## config.mk

```make
export PLATFORM = sky130hd
export DESIGN_NAME = uart_rx_frame_fifo
export DESIGN_NICKNAME = d
export VERILOG_FILES = /design/src/rtl/uart_rx_frame_fifo.sv
export SDC_FILE = /design/constraint.sdc
export NUM_CORES = 1
export LEC_CHECK = 0
export BUFFER_PORTS_ARGS = -buffer_cell sky130_fd_sc_hd__buf_4
export CAP_MARGIN = 25
export CELL_PAD_IN_SITES_DETAIL_PLACEMENT = 0
export CELL_PAD_IN_SITES_GLOBAL_PLACEMENT = 2
export CORE_MARGIN = 8
export CORE_UTILIZATION = 42
export DETAILED_ROUTE_END_ITERATION = 7
export PLACE_DENSITY = 0.87
export SKIP_CTS_REPAIR_TIMING = 1
export SYNTH_ARGS = -nofsm -noshare
export SYNTH_HDL_FRONTEND = slang
export SYNTH_SLANG_ARGS = --single-unit
```

## constraint.sdc

```tcl
create_clock -name clk_i -period 3 [get_ports clk_i]
set_input_delay 0.6 -clock clk_i [delete_from_list [all_inputs] [get_ports clk_i]]
set_output_delay 0.6 -clock clk_i [all_outputs]
set_load 0.02 [all_outputs]
```

## src/rtl/uart_rx_frame_fifo.sv

```systemverilog
// uart_rx_frame_fifo: decodes captured UART frames into a FWFT FIFO with parity/framing flags and sticky overrun
module uart_rx_frame_fifo #(
  parameter  int DEPTH = 16,
  localparam int AW    = $clog2(DEPTH)
) (
  input  logic          clk_i,
  input  logic          rst_ni,
  input  logic          frame_valid_i,
  input  logic [11:0]   frame_i,
  input  logic [3:0]    number_data_receive,
  input  logic          parity_bit_mode,
  input  logic          parity_odd_i,
  input  logic          stop_bit_twice,
  input  logic          flush_i,
  input  logic          rd_en_i,
  output logic [7:0]    rd_data_o,
  output logic          rd_pe_o,
  output logic          rd_fe_o,
  output logic          empty_o,
  output logic          full_o,
  output logic [AW:0]   count_o,
  output logic          overrun_o,
  input  logic          clear_overrun_i
);
  logic [3:0]    n, s;
  logic [7:0]    mask, dec_data;
  logic          par, dec_pe, dec_fe;
  logic          pend;
  logic [9:0]    ent;
  logic [9:0]    mem [DEPTH];
  logic [AW-1:0] wr_ptr, rd_ptr;
  logic [AW:0]   cnt, cnt_nx;
  logic          empty, full, ovr, do_wr, do_rd, drop;

  always_comb begin
    n = (number_data_receive == 4'd6 || number_data_receive == 4'd7 || number_data_receive == 4'd8)
        ? number_data_receive : 4'd5;
    mask = n == 4'd8 ? 8'hff : n == 4'd7 ? 8'h7f : n == 4'd6 ? 8'h3f : 8'h1f;
    dec_data = frame_i[8:1] & mask;
    par = frame_i[n + 4'd1];
    s = n + 4'd1 + {3'b0, parity_bit_mode};
    dec_pe = parity_bit_mode & ((^dec_data ^ par) != parity_odd_i);
    dec_fe = frame_i[0] | ~frame_i[s] | (stop_bit_twice & ~frame_i[s + 4'd1]);
  end

  // a full FIFO still accepts a write when the same cycle frees a slot
  assign do_rd  = rd_en_i & ~empty & ~flush_i;
  assign do_wr  = pend & ~flush_i & (~full | do_rd);
  assign drop   = pend & full & ~do_rd;
  assign cnt_nx = cnt + (AW+1)'(do_wr) - (AW+1)'(do_rd);

  always_ff @(posedge clk_i or negedge rst_ni) begin
    if (!rst_ni) begin
      pend   <= 1'b0;
      ent    <= '0;
      wr_ptr <= '0;
      rd_ptr <= '0;
      cnt    <= '0;
      empty  <= 1'b1;
      full   <= 1'b0;
      ovr    <= 1'b0;
    end else if (flush_i) begin
      pend   <= 1'b0;
      wr_ptr <= '0;
      rd_ptr <= '0;
      cnt    <= '0;
      empty  <= 1'b1;
      full   <= 1'b0;
      ovr    <= 1'b0;
    end else begin
      pend   <= frame_valid_i;
      if (frame_valid_i) ent <= {dec_fe, dec_pe, dec_data};
      if (do_wr) wr_ptr <= wr_ptr + 1'b1;
      if (do_rd) rd_ptr <= rd_ptr + 1'b1;
      cnt    <= cnt_nx;
      empty  <= cnt_nx == '0;
      full   <= cnt_nx == (AW+1)'(DEPTH);
      ovr    <= drop | (ovr & ~clear_overrun_i);
    end
  end

  always_ff @(posedge clk_i) begin
    if (do_wr) mem[wr_ptr] <= ent;
  end

  assign {rd_fe_o, rd_pe_o, rd_data_o} = empty ? 10'd0 : mem[rd_ptr];
  assign empty_o   = empty;
  assign full_o    = full;
  assign count_o   = cnt;
  assign overrun_o = ovr;
endmodule

```

==> implementation parameters <==
Parameter                              Value

Worst setup path
  Depth of the most critical reg-to-reg path ... 13
  Endpoint kind of the worst setup timing path ... output pin
  Minimum setup slack among reg-to-reg paths ... 310 ps
  Critical Path Source ... rd_ptr[0]
  Critical path type ... register to output pin
  Data arrival time of the worst path ... 2470 ps
  Terminus of the critical flop-to-flop path ... full_o
  Crit path launch type ... register
  Critical path endpoint ... rd_data_o[5]
  Required time of the critical path ... 2400 ps
  CP Max Fanout ... 5
  Reg-to-reg critical path startpoint ... empty_o

Power
  Share of power burned in registers ... 46.1%
  Switching fraction of total power ... 25.9%
  Maximum VDD drop ... 0.000428 V
  Overall power of the completed layout ... 6650 uW
  Pleak ... 0.00339 uW
  Relative contribution of combinational cells to total power ... 22.6%
  Power density of the placed cells ... 677 nW/um^2
  P_sw ... 1720 uW
  Clock network fraction of design power ... 31.2%
  Cell internal pwr ... 4930 uW

Yosys
  Mux contribution to synthesized area ... 16.3%
  Syn_nets ... 522
  Combinational family with the most area after synthesis ... multiplexers
  Post-synthesis share of cell area spent on xor and xnor gates ... 2.12%
  Synth Area in Compound Gates ... 2.74%
  Commonest register cell after synthesis ... edfxtp_1
  Gate count of the mapped netlist ... 481
  Average size of a mapped cell ... 17.2 sq um
  Async set-or-reset flop fraction in the synthesized netlist ... 14.4%
  Number of unique standard cell types used by synthesis ... 55
  Sequential fraction of the synthesis area ... 66.4%
  Synthesized-area fraction occupied by and/or/nand/nor cells ... 7.36%
  Number of flip-flops and latches in the synthesized netlist ... 187
  Syn Std Cell Area ... 8260 sq um
  Ys Warns ... 0
  Synth Area in Adders ... 2.51%
  Number of synthesized flops with an enable pin ... 160

Timing
  Unrepaired setup endpoints after global routing ... yes
  Final clock period utilization by the worst path ... 102%
  Rel. slew slack ... 54.7%
  Final hold vios ... 0
  Minimum clock period ... 3070 ps
  Max Transition Viols Final ... 0
  Final worst-path setup slack ... -66.8 ps
  Highest attainable clock frequency ... 0.326 GHz
  Worst clock skew on the final layout ... 7.92 ps
  Measured slew at the worst slew-check pin ... 680 ps
  Final setup viols ... 10

Route
  Number of vias in the routed layout ... 4500
  Average wire per standard cell ... 21.0 microns
  Final routed DRC violation total ... 0
  Post-route antenna net violation count ... 0
  Iteration count of the initial detailed-routing pass ... 4
  Final wirelength ... 17500 microns
  Initial DRC count ... 343
  Post-DR vias/cell ... 5.38

Layout
  Ratio of cells with drive above 1 in the final layout ... 33.1%
  Most common library cell in the layout ignoring fill and taps ... edfxtp_1
  Commonest cells after routing, fill and taps aside ... edfxtp_1, buf_4, mux4_2, nand2_1, dfrtp_1
  Ant diodes ... 0
  Area of the multi-input gates ... 2600 sq um
  Net count reported at finish ... 599
  Storage cell area ... 5490 sq um
  Syn-to-layout area delta ... 18.8%
  Fill cells ... 1628

Floorplan
  Area of the core ... 19400 sq um
  Width of the die ... 156 microns
  Number of placed I/O pins ... 43
  Die boundary height ... 156 microns
  Full die area ... 24400 sq um
  Standard-cell row count ... 51
  Starting density of the core ... 42.6%

Global routing
  Number of antenna violations at the first check in global routing ... 0
  Total global routing overflow ... 0
  Via count of the first global-routing pass ... 4718
  Wire length of the first global-routing pass ... 26600 microns
  Overall Global Routing Usage ... 14.6%
  Largest net degree at the start of global routing ... 43

Placement
  Count of buffers from port buffering ... 42
  Global placement routability congestion ... 0.858
  DP Worst Slack ... -65.1 ps
  Sum of net half-perimeters after detailed placement ... 11000 microns

CTS
  TritonCTS clock tree ... done
  Skew-Pair Late Insertion Delay ... 420 ps
  Longest Clk Path Bufs ... 2
  Clock net sink count ... 187
  Clock transition at path regs ... 60 ps
  CTS HTree Levels ... 4
  Clock buffers created by TritonCTS ... 17
  Clk root buf ... clkbuf_16

Flow run
  Max-cap violations ... 0

Outcome
  Run status ... finished with violations
  Violations in the final reports ... setup timing

Min path
  Worst min-delay path class ... primary input to asynchronous set/reset pin
flip-flops by register name, summed over array words and instances (netlist names):
| name | flops |
|---|---|
| mem | 160 |
| ent | 10 |
| count_o | 5 |
| rd_ptr | 4 |
| wr_ptr | 4 |
| empty_o | 1 |
| full_o | 1 |
| overrun_o | 1 |
| pend | 1 |
area by class of cell:
| cell class | count | share of cell area, % |
|---|---|---|
| tap | 265 | 3.38 |
| inverter | 17 | 0.676 |
| multi-input combinational | 250 | 26.4 |
| sequential | 187 | 55.9 |
| clock buffer | 21 | 4.59 |
| clock inverter | 11 | 1.02 |
| timing repair buffer | 85 | 8.01 |
worst max-delay path, stage by stage, from the launching register on:
cell     delay, ps
dfrtp_4        490
buf_12         160
buf_12         140
mux4_2         470
mux4_2         480
nor2b_1        140
buf_4          160
cells by family (layout without fill, tap and decap cells):
family,count (synthesis),after routing
flip-flops,187,187
AND/OR/NAND/NOR,116,116
multiplexers,63,63
buffers and inverters,44,134
AO/OA/AOI/OAI,35,35
XOR/XNOR,20,20
adder cells (fa/ha/maj),16,16
worst min path at each step:
| stage | end | cells after the start |
|---|---|---|
| global placement | overrun_o | 2 |
| finish | count_o[1] | 1 |
| floorplan | count_o[0] | 0 |
| global route | overrun_o | 1 |
| detailed placement | overrun_o | 2 |
| CTS | overrun_o | 1 |
through the flow:
step	cells	hold slack [ps]	utilization (%)	instance area (sq um)	setup TNS (ps)
after floorplan	481	304	-	8300	-103
after global placement	795	499	46.9	9090	0
after detailed placement	795	517	46.9	9090	-65.1
after CTS	827	75.3	49.7	9650	-780
after global routing	836	90.7	50.6	9820	-1110
final	836	79.6	50.6	9820	-516
power by group through the flow:
stage	clock (uW)	combinational [uW]	sequential, uW
2_1_floorplan	0	903	3110
3_3_place_gp	0	1330	3110
3_5_place_dp	0	1340	3120
4_1_cts	2110	1350	3070
5_1_grt	2210	1630	3080
6_report	2080	1500	3070
layer usage:
layer | up-vias | routed length [microns] | GRT usage, %
met3 | 20 | 1010 | 3.20
li1 | 2029 | - | -
met1 | 2302 | 7520 | 19.1
met5 | - | 0 | 0
met4 | 0 | 347 | 5.35
met2 | 149 | 8670 | 23.6
cell usage after synthesis (all sizes together), types with 6 or more instances:
cell / n / area, sq um
a21oi: 10 / 50.1
buf: 12 / 73.8
clkbuf: 14 / 62.6
dfrtp: 26 / 651
edfxtp: 160 / 4800
ha: 15 / 188
inv: 17 / 63.8
mux4: 57 / 1290
nand2: 40 / 158
nand3: 6 / 30.0
nor2: 25 / 93.8
nor2b: 14 / 87.6
nor3: 8 / 40.0
o21ai: 6 / 30.0
xnor2: 14 / 123
xor2: 6 / 52.6
Power figures use the tool's default switching activity.
